==> src/rtl/mem_bus_master_pkg.sv <==
// -----------------------------------------------------------------------------
// mem_bus_master_pkg
// Shared types for the external-memory stage: the pipeline Signals bundle,
// memory access types, the bus master FSM state, the registered bus request
// and small helpers for access size and alignment.
// Optional feature macro (used by mem_bus_master): MEM_BUS_MISALIGN_TRAP_EN.
// -----------------------------------------------------------------------------
package mem_bus_master_pkg;

    // Memory access type carried in Signals.memt.
    typedef enum logic [2:0] {
        LoadByte  = 3'd0,
        LoadHalf  = 3'd1,
        LoadWord  = 3'd2,
        ULoadByte = 3'd3,
        ULoadHalf = 3'd4,
        StoreByte = 3'd5,
        StoreHalf = 3'd6,
        StoreWord = 3'd7
    } MemType;

    typedef enum logic [1:0] {
        SZ_BYTE = 2'd0,
        SZ_HALF = 2'd1,
        SZ_WORD = 2'd2
    } MemSize;

    typedef enum logic [1:0] {
        IDLE = 2'd0,
        REQ  = 2'd1,
        WAIT = 2'd2
    } MemBusState;

    // Bit of Signals.wdata that flags a misaligned-access fault.
    localparam int MEM_FAULT_BIT = 32;

    // Pipeline bundle. wdata holds the address on the way in and the
    // writeback value (plus fault flag) on the way out.
    typedef struct packed {
        logic        valid;
        logic        memr;
        logic        memw;
        MemType      memt;
        logic        regw;
        logic [4:0]  rd;
        logic [31:0] pc;
        logic [32:0] wdata;
        logic [31:0] reg2;
    } Signals;

    typedef struct packed {
        logic        we;
        logic [31:0] addr;
        logic [3:0]  be;
        logic [31:0] wdata;
    } MemBusReq;

    function automatic MemSize mem_size(input MemType t);
        case (t)
            LoadByte, ULoadByte, StoreByte: return SZ_BYTE;
            LoadHalf, ULoadHalf, StoreHalf: return SZ_HALF;
            default:                        return SZ_WORD;
        endcase
    endfunction

    function automatic logic mem_misaligned(input MemSize sz, input logic [1:0] a);
        case (sz)
            SZ_HALF: return a[0];
            SZ_WORD: return (a != 2'b00);
            default: return 1'b0;
        endcase
    endfunction

endpackage

==> src/rtl/mem_lane_align.sv <==
// -----------------------------------------------------------------------------
// mem_lane_align
// Combinational byte-lane steering for a 32-bit word bus.
//   i_memt   : access type (size and signedness)
//   i_addr   : low two address bits
//   i_reg2   : store data, LSB-aligned
//   i_rdata  : full load word from the bus
//   o_be     : byte enables for the access
//   o_wdata  : store data shifted into its lanes
//   o_rdata  : load data shifted down and sign/zero extended
// -----------------------------------------------------------------------------
module mem_lane_align
    import mem_bus_master_pkg::*;
(
    input  MemType      i_memt,
    input  logic [1:0]  i_addr,
    input  logic [31:0] i_reg2,
    input  logic [31:0] i_rdata,
    output logic [3:0]  o_be,
    output logic [31:0] o_wdata,
    output logic [31:0] o_rdata
);

    logic [4:0]  w_shift;
    logic [31:0] w_raw;

    always_comb begin
        o_be    = 4'b1111;
        w_shift = 5'd0;
        case (mem_size(i_memt))
            SZ_BYTE: begin
                o_be    = 4'b0001 << i_addr;
                w_shift = {i_addr, 3'b000};
            end
            SZ_HALF: begin
                o_be    = i_addr[1] ? 4'b1100 : 4'b0011;
                w_shift = {i_addr[1], 4'b0000};
            end
            default: begin
                o_be    = 4'b1111;
                w_shift = 5'd0;
            end
        endcase
    end

    assign o_wdata = i_reg2 << w_shift;
    assign w_raw   = i_rdata >> w_shift;

    always_comb begin
        o_rdata = w_raw;
        case (i_memt)
            LoadByte:  o_rdata = {{24{w_raw[7]}}, w_raw[7:0]};
            ULoadByte: o_rdata = {24'h000000, w_raw[7:0]};
            LoadHalf:  o_rdata = {{16{w_raw[15]}}, w_raw[15:0]};
            ULoadHalf: o_rdata = {16'h0000, w_raw[15:0]};
            default:   o_rdata = w_raw;
        endcase
    end

endmodule

==> src/rtl/mem_bus_master.sv <==
// -----------------------------------------------------------------------------
// mem_bus_master
// Memory-stage initiator: turns load/store bundles into word requests on a
// valid/ready bus with byte enables, waits for load data, aligns/extends it
// and emits a registered writeback bundle. Non-memory bundles pass through
// with one cycle of latency.
// Ports:
//   clk, rst            : clock, synchronous active-high reset
//   i_signals           : upstream bundle (wdata = address, reg2 = store data)
//   o_signals           : registered writeback bundle
//   stall               : combinational hold for the upstream pipeline
//   req_valid/req_ready : request handshake (req_valid registered)
//   req_we, req_addr, req_be, req_wdata : request fields, held until accepted
//   rsp_valid, rsp_rdata: load response (stores get none)
// Optional feature: define MEM_BUS_MISALIGN_TRAP_EN to complete misaligned
// half/word accesses immediately with the fault flag instead of issuing them.
// -----------------------------------------------------------------------------
module mem_bus_master
    import mem_bus_master_pkg::*;
#(
    parameter int ADDR_W = 32
) (
    input  logic              clk,
    input  logic              rst,
    input  Signals            i_signals,
    output Signals            o_signals,
    output logic              stall,
    output logic              req_valid,
    input  logic              req_ready,
    output logic              req_we,
    output logic [ADDR_W-1:0] req_addr,
    output logic [3:0]        req_be,
    output logic [31:0]       req_wdata,
    input  logic              rsp_valid,
    input  logic [31:0]       rsp_rdata
);

    MemBusState r_state, w_state_next;
    Signals     r_bundle, w_bundle_next;
    Signals     r_out, w_out_next;
    MemBusReq   r_req, w_req_next;
    logic       r_req_valid, w_req_valid_next;

    logic        w_memop;
    logic        w_misaligned;
    MemType      w_al_memt;
    logic [1:0]  w_al_addr;
    logic [3:0]  w_be;
    logic [31:0] w_st_data;
    logic [31:0] w_ld_data;

    assign w_memop = i_signals.valid & (i_signals.memr ^ i_signals.memw);

`ifdef MEM_BUS_MISALIGN_TRAP_EN
    assign w_misaligned = mem_misaligned(mem_size(i_signals.memt), i_signals.wdata[1:0]);
`else
    assign w_misaligned = 1'b0;
`endif

    // In IDLE the aligner builds the request from the live input; once busy
    // it works from the latched bundle so load data is extended correctly.
    assign w_al_memt = (r_state == IDLE) ? i_signals.memt       : r_bundle.memt;
    assign w_al_addr = (r_state == IDLE) ? i_signals.wdata[1:0] : r_bundle.wdata[1:0];

    mem_lane_align u_align (
        .i_memt  (w_al_memt),
        .i_addr  (w_al_addr),
        .i_reg2  (i_signals.reg2),
        .i_rdata (rsp_rdata),
        .o_be    (w_be),
        .o_wdata (w_st_data),
        .o_rdata (w_ld_data)
    );

    always_ff @(posedge clk) begin
        if (rst) begin
            r_state     <= IDLE;
            r_bundle    <= '0;
            r_out       <= '0;
            r_req       <= '0;
            r_req_valid <= 1'b0;
        end else begin
            r_state     <= w_state_next;
            r_bundle    <= w_bundle_next;
            r_out       <= w_out_next;
            r_req       <= w_req_next;
            r_req_valid <= w_req_valid_next;
        end
    end

    always_comb begin
        w_state_next     = r_state;
        w_bundle_next    = r_bundle;
        w_req_next       = r_req;
        w_req_valid_next = r_req_valid;
        w_out_next       = '0;
        stall            = 1'b0;

        case (r_state)
            IDLE: begin
                if (w_memop && w_misaligned) begin
                    // Fault completes in one cycle without touching the bus.
                    w_out_next                       = i_signals;
                    w_out_next.wdata                 = '0;
                    w_out_next.wdata[MEM_FAULT_BIT]  = 1'b1;
                end else if (w_memop) begin
                    w_bundle_next    = i_signals;
                    w_req_next.we    = i_signals.memw;
                    w_req_next.addr  = 32'({i_signals.wdata[ADDR_W-1:2], 2'b00});
                    w_req_next.be    = w_be;
                    w_req_next.wdata = w_st_data;
                    w_req_valid_next = 1'b1;
                    w_state_next     = REQ;
                    stall            = 1'b1;
                end else begin
                    w_out_next = i_signals;
                end
            end
            REQ: begin
                stall = 1'b1;
                if (req_ready) begin
                    w_req_valid_next = 1'b0;
                    w_req_next       = '0;
                    if (r_req.we) begin
                        w_out_next       = r_bundle;
                        w_out_next.wdata = '0;
                        w_state_next     = IDLE;
                        stall            = 1'b0;
                    end else begin
                        w_state_next = WAIT;
                    end
                end
            end
            WAIT: begin
                stall = 1'b1;
                if (rsp_valid) begin
                    w_out_next                      = r_bundle;
                    w_out_next.wdata[31:0]          = w_ld_data;
                    w_out_next.wdata[MEM_FAULT_BIT] = 1'b0;
                    w_state_next                    = IDLE;
                    stall                           = 1'b0;
                end
            end
            default: begin
                w_state_next     = IDLE;
                w_req_valid_next = 1'b0;
            end
        endcase

        // Upstream must never be held while the stage is being reset.
        if (rst) begin
            stall = 1'b0;
        end
    end

    assign o_signals = r_out;
    assign req_valid = r_req_valid;
    assign req_we    = r_req.we;
    assign req_addr  = r_req.addr[ADDR_W-1:0];
    assign req_be    = r_req.be;
    assign req_wdata = r_req.wdata;

endmodule

==> config.mk <==
export PLATFORM = sky130hd
export DESIGN_NAME = mem_bus_master
export DESIGN_NICKNAME = d
export VERILOG_FILES = /design/src/rtl/mem_bus_master_pkg.sv /design/src/rtl/mem_lane_align.sv /design/src/rtl/mem_bus_master.sv
export SDC_FILE = /design/constraint.sdc
export NUM_CORES = 1
export LEC_CHECK = 0
export ABC_AREA = 1
export CAP_MARGIN = 5
export CORE_AREA = 10 10 173 175
export CTS_CLUSTER_DIAMETER = 50
export DETAILED_ROUTE_END_ITERATION = 8
export DIE_AREA = 0 0 183 185
export GPL_ROUTABILITY_DRIVEN = 0
export MAX_ROUTING_LAYER = met4
export PLACE_DENSITY_LB_ADDON = 0.25
export SETUP_SLACK_MARGIN = 0.2
export SYNTH_ARGS = -nofsm -noshare
export SYNTH_HDL_FRONTEND = slang
export SYNTH_HIERARCHICAL = 1
export SYNTH_SLANG_ARGS = --single-unit
==> constraint.sdc <==
create_clock -name clk -period 2.44 [get_ports clk]
set_input_delay 0.244 -clock clk [delete_from_list [all_inputs] [get_ports clk]]
set_output_delay 0.244 -clock clk [all_outputs]
set_load 0.05 [all_outputs]
Word level (Yosys, flattened, before mapping) --
Cells that the tools add are included.
Operators by class: shift-type cells 3, bitwise operators 3, reductions and logical operators 10, muxes and demuxes 29, eq/ne operators 11
Operators by type and width (number):
- two-way mux 109 bit | 4
- case mux 109 bit (3 select lines) | 1
- two-way mux 69 bit | 2
- case mux 69 bit (2 select lines) | 1
- case mux 32 bit (4 select lines) | 1
- << shifter 32 x 5 -> 32 bit | 1
- >> shifter 32 x 5 -> 32 bit | 1
- two-way mux 2 bit | 5
- case mux 5 bit (2 select lines) | 1
- == test 3 bit (second input constant) | 3
- AND reduction 3 bit | 3
- case mux 4 bit (2 select lines) | 1
- two-way mux 1 bit | 7
- != test 2 bit (second input constant) | 3
- case mux 1 bit (3 select lines) | 2
- case mux 2 bit (3 select lines) | 1
- OR reduction 3 bit | 2
- == test 2 x 1 -> 1 bit (second input constant) | 2
- zero test 2 bit | 2
- two-way mux 4 bit | 1
- case mux 2 bit (2 select lines) | 1
- << shifter 1 x 2 -> 4 bit (first input constant) | 1
- == test 3 x 1 -> 1 bit (second input constant) | 1
- == test 3 x 2 -> 1 bit (second input constant) | 1
- 8 further kinds | 8
Word-level totals: input bits 145, output and inout bits 180, flip-flop bits (word level) 259, word-level logic and storage cells 80

Logic depth before layout (Yosys ltp) --
depth after elaboration 11, gate-level depth with buffers 19

By module --
The synthesis kept the hierarchy.
Modules (own cells, without submodules):
- mem_bus_master | cells each 1305, area an instance 9628.0 um^2, sequential area each 5144.9 um^2, instances 1
- mem_lane_align | cells each 324, area an instance 1586.5 um^2, sequential area each 0.0 um^2, instances 1

Least setup slack after synthesis --
OpenSTA, ideal clock, no wires.
path kind flip-flop to flip-flop, from reg r_state[0], to reg r_req, in the netlist req_wdata[30], setup slack 0.153 ns, cell stages (with the launch flop) 17, setup time 0.070 ns, arrival 2.217 ns, cells stage by stage dfxtp_1 nor2_4 buf_1 nand2_1 nand2_1 nand2_1 nand3_4 nand3_2 inv_1 buf_4 buf_2 o211ai_1 o21ai_1 inv_1 nor2_1 nand3_1 a21oi_1
Between the ends: cells in the longest elaborated chain, start to end 10, elaborated cells on any way between the ends 23
RTL lines:
- start: declaration | RTL line mem_bus_master.sv:38 | MemBusState r_state, w_state_next;
- start signal: assignment | RTL line mem_bus_master.sv:83 | r_state <= w_state_next;
- zero test 2 bit * | RTL line mem_bus_master.sv:62 | assign w_al_memt = (r_state == IDLE) ? i_signals.memt : r_bundle.memt;
- two-way mux 3 bit * | RTL line mem_bus_master.sv:62
- via w_al_memt[0] | RTL line mem_bus_master.sv:46 | MemType w_al_memt;
- == test 3 bit, or another cell as far along | RTL line mem_bus_master_pkg.sv:59 | case (t)
- OR reduction 3 bit | RTL line mem_bus_master_pkg.sv:59
- case mux 2 bit (2 select lines) * | RTL line mem_bus_master_pkg.sv:59
- == test 2 x 1 -> 1 bit or zero test 2 bit (tied branches) | RTL line mem_lane_align.sv:30 | case (mem_size(i_memt))
- case mux 5 bit (2 select lines) * | RTL line mem_lane_align.sv:30
- << shifter 32 x 5 -> 32 bit * | RTL line mem_lane_align.sv:46 | assign o_wdata = i_reg2 << w_shift;
- via w_st_data[30] | RTL line mem_bus_master.sv:49 | logic [31:0] w_st_data;
- two-way mux 69 bit * | RTL line mem_bus_master.sv:106 | end else if (w_memop) begin
- case mux 69 bit (2 select lines) * | RTL line mem_bus_master.sv:99 | case (r_state)
- end signal: assignment | RTL line mem_bus_master.sv:86 | r_req <= w_req_next;
- end: declaration | RTL line mem_bus_master.sv:41 | MemBusReq r_req, w_req_next;
The timed path passes the listed nets; every way through them passes the cells marked *. The select of a mux whose other input is x is not followed. A chain may end at the register's enable or synchronous reset.

Final worst setup path --
from reg r_state[1], to reg r_req, in the netlist req_wdata[31]
The elaborated chain is that of the path after synthesis.

==> results.cfg <==
[floorplan]
die_y_um = 185
initial_core_util_pct = 42.20
pin_count = 325
rows = 60
core_area_um2 = 26580
die_area_um2 = 33860
die_w_um = 183

[layout]
multi_input_area_um2 = 5583
syn_to_final_growth_pct = 47.71
fill_cells = 2384
layout_commonest_cell = nand2_1
fin_util_pct = 62.33
layout.area.seq_um2 = 5147
fin_cells = 2301
most-common-layout-cells = nand2_1 (474), clkdlybuf4s50_1 (320), dfxtp_1 (255), nor2_1 (227), a21oi_1 (180)
final_nets = 2080
drive_gt1_share_pct = 12.00

[clock_tree]
cts_tree = yes
clk_latency_ps = 560
h-tree-depth = 1
root_buffer = clkbuf_16
cts_buffers = 31
cts.sinks = 257
clkTransAtPathRegs_ps = 60
ctsLongestPathBuffers = 3
ctsHoldBuffers = 0

[place]
port_buffers = 322
hpwlAfterDp_mm = 30.24
placed_cells = 2220
dp_slack_ps = -46.30

[global_route]
grt_max_degree = 59
antenna_found_initial = 2
track_usage_pct = 24.52
grt_pass1_wl_mm = 64.36
grt-ovfl-total = 0
grt_pass1_vias = 11520

[setup_path]
critical_path_required_ps = 2840
cp_max_fo = 24
r2r_setup_slack_ps = 140
rr_worst_depth = 15
worst_path_largest_cell_delay_ps = 390
reg2reg_to = req_wdata[31]
slowest_stage = o21ai_0
cp-start-kind = register
worstPathArrival_ps = 2700
worstPathCellList = nor2_4 -> inv_2 -> nand2_2 -> nand2_4 -> inv_4 -> nand2_2 -> nand2_4 -> nand3_4 -> buf_12 -> o21ai_0 -> o21ai_1 -> inv_1 -> nor2_1 -> nand3_1 -> a21oi_1
cp-end-kind = register
critPathKind = reg2reg
rr_startpoint = r_state[1]

[min_path]
whs_endpoint = o_signals[84]
worstHoldStart = rst
hold_depth = 2
hold_class = in2reg

[logic_synthesis]
synth_top_area_share_pct = 45.88
synth-xor-area-share_pct = 0
synth_seq_cells = 257
netlist_area_um2 = 11210
synth.distinct_cells = 34
synth_top_family_by_area = simple AND/OR/NAND/NOR gates
synth-compound-area-share_pct = 13.91
syn_avg_cell_area_um2 = 6.884
ys_seq_area_share_pct = 45.88
yosysTopAreaCell = dfxtp_1
ys_warn_count = 6
synthMuxAreaShare_pct = 0
synthAdderAreaFrac_pct = 0
synthTopCellsByArea = dfxtp_1 (46%), nand2_1 (17%), a21oi_1 (8.5%)
synth-simple-area-share_pct = 32.02
synthCells = 1629

[routing]
ant_nets = 0
drt_wl_total_mm = 43.30
drc = 0
vias = 12120
dr.first_iter.drc_count = 1094
vias_per_cell = 5.269
avgRoutedWirePerCell_um = 18.82
drtPass1Iterations = 6

[timing]
skew_ps = 19.32
rsz0062_at_grt = true
layout_min_cycle_time_ps = 2299
max_freq_mhz = 434.9
max_slew.worst_pin.slew_ps = 724.9
hold_viol = 0
period_share_pct = 94.23
setup_viol = 0
maxSlewHeadroom_pct = 51.67
timing.final.ws_setup_ps = 140.8
slew_viol_final = 0

[power_and_ir_drop]
ir_worst_vdd_v = 0.0005339
power_mw = 14.01
p_leak_nw = 7.017
power_density_nw_per_um2 = 846.0

[job]
max-cap-violations = 0

[run_status]
status = completed
synth_stat cells, drive strengths merged:
cell and instances:
nor2 242, a21oi 192, dfxtp 257, clkbuf 48, a31oi 1, buf 76
nand4 4, or2 7, nor3 1, o211ai 8, conb 1, and2 1
inv 68, nand3 112, o21ai 105, nand2 506
timing repair:
item	4_1_cts	5_1_grt
pin swaps	6	42
resized for setup	21	102
endpoints found under the setup margin	58	68
buffers inserted	3	12
cloned	3	5
registers in the layout, summed over array words and instances (netlist names):
register   flops
req_we         1
req_be         4
req_wdata     32
r_state        2
o_signals    109
req_valid      1
r_bundle      78
req_addr      30
per-layer routing:
metal,vias up,part of all wire [%],track usage (%)
li1,5834,-,-
met1,5582,38,27.42
met2,593,47,40.19
met3,115,11,7.798
met4,0,4.4,9.574
met5,-,0,-
metrics by stage:
| stage | hold WS [ps] | setup TNS (ps) | instance area, um2 |
|---|---|---|---|
| 3_5_place_dp | 450.3 | -737.4 | 14770 |
| 4_1_cts | 72.20 | 0 | 16000 |
| 5_1_grt | 93.72 | -2.978 | 16560 |
| 3_3_place_gp | 449.1 | 0 | 14770 |
| 2_1_floorplan | 372.3 | 0 | 11220 |
| 6_report | 87.79 | 0 | 16560 |
cells by family after synthesis:
family                 after synthesis
AND/OR/NAND/NOR                    873
AO/OA/AOI/OAI                      306
flip-flops                         257
buffers and inverters              192
other                                1
layout make-up:
class | count | share of cell area, %
well taps | 341 | 2.576
repair buffers | 391 | 24.10
inverters | 68 | 1.790
flip-flops and latches | 257 | 31.07
clock buffers | 40 | 5.068
diodes | 2 | 0.03021
multi-input cells | 1185 | 33.70
repair inverters | 1 | 0.09819
clock inverters | 16 | 1.556
critical path: cells and delay by family (launching register included):
family,cells,cell delay (ps)
buffers and inverters,4,450
flip-flops,1,330
AO/OA/AOI/OAI,3,580
AND/OR/NAND/NOR,8,780
power breakdown:
part	switching (mW)	internal (mW)	total [mW]
clock network	1.85	3.07	4.93
registers	0.188	4.59	4.78
logic	2.78	1.53	4.31
total	4.82	9.20	14.0
worst max-delay path by stage:
stage                              start             to  slack [ps]  cells past startpoint
after floorplan               r_state[0]  req_wdata[30]         260                     16
after global placement    i_signals[104]  req_wdata[25]          30                     16
after detailed placement  i_signals[103]  o_signals[51]         -50                     14
after CTS                     r_state[0]  o_signals[38]         190                     14
after global routing          r_state[1]  req_wdata[21]          -3                     19
final                         r_state[1]  req_wdata[31]         140                     15
Power figures use the tool's default switching activity.
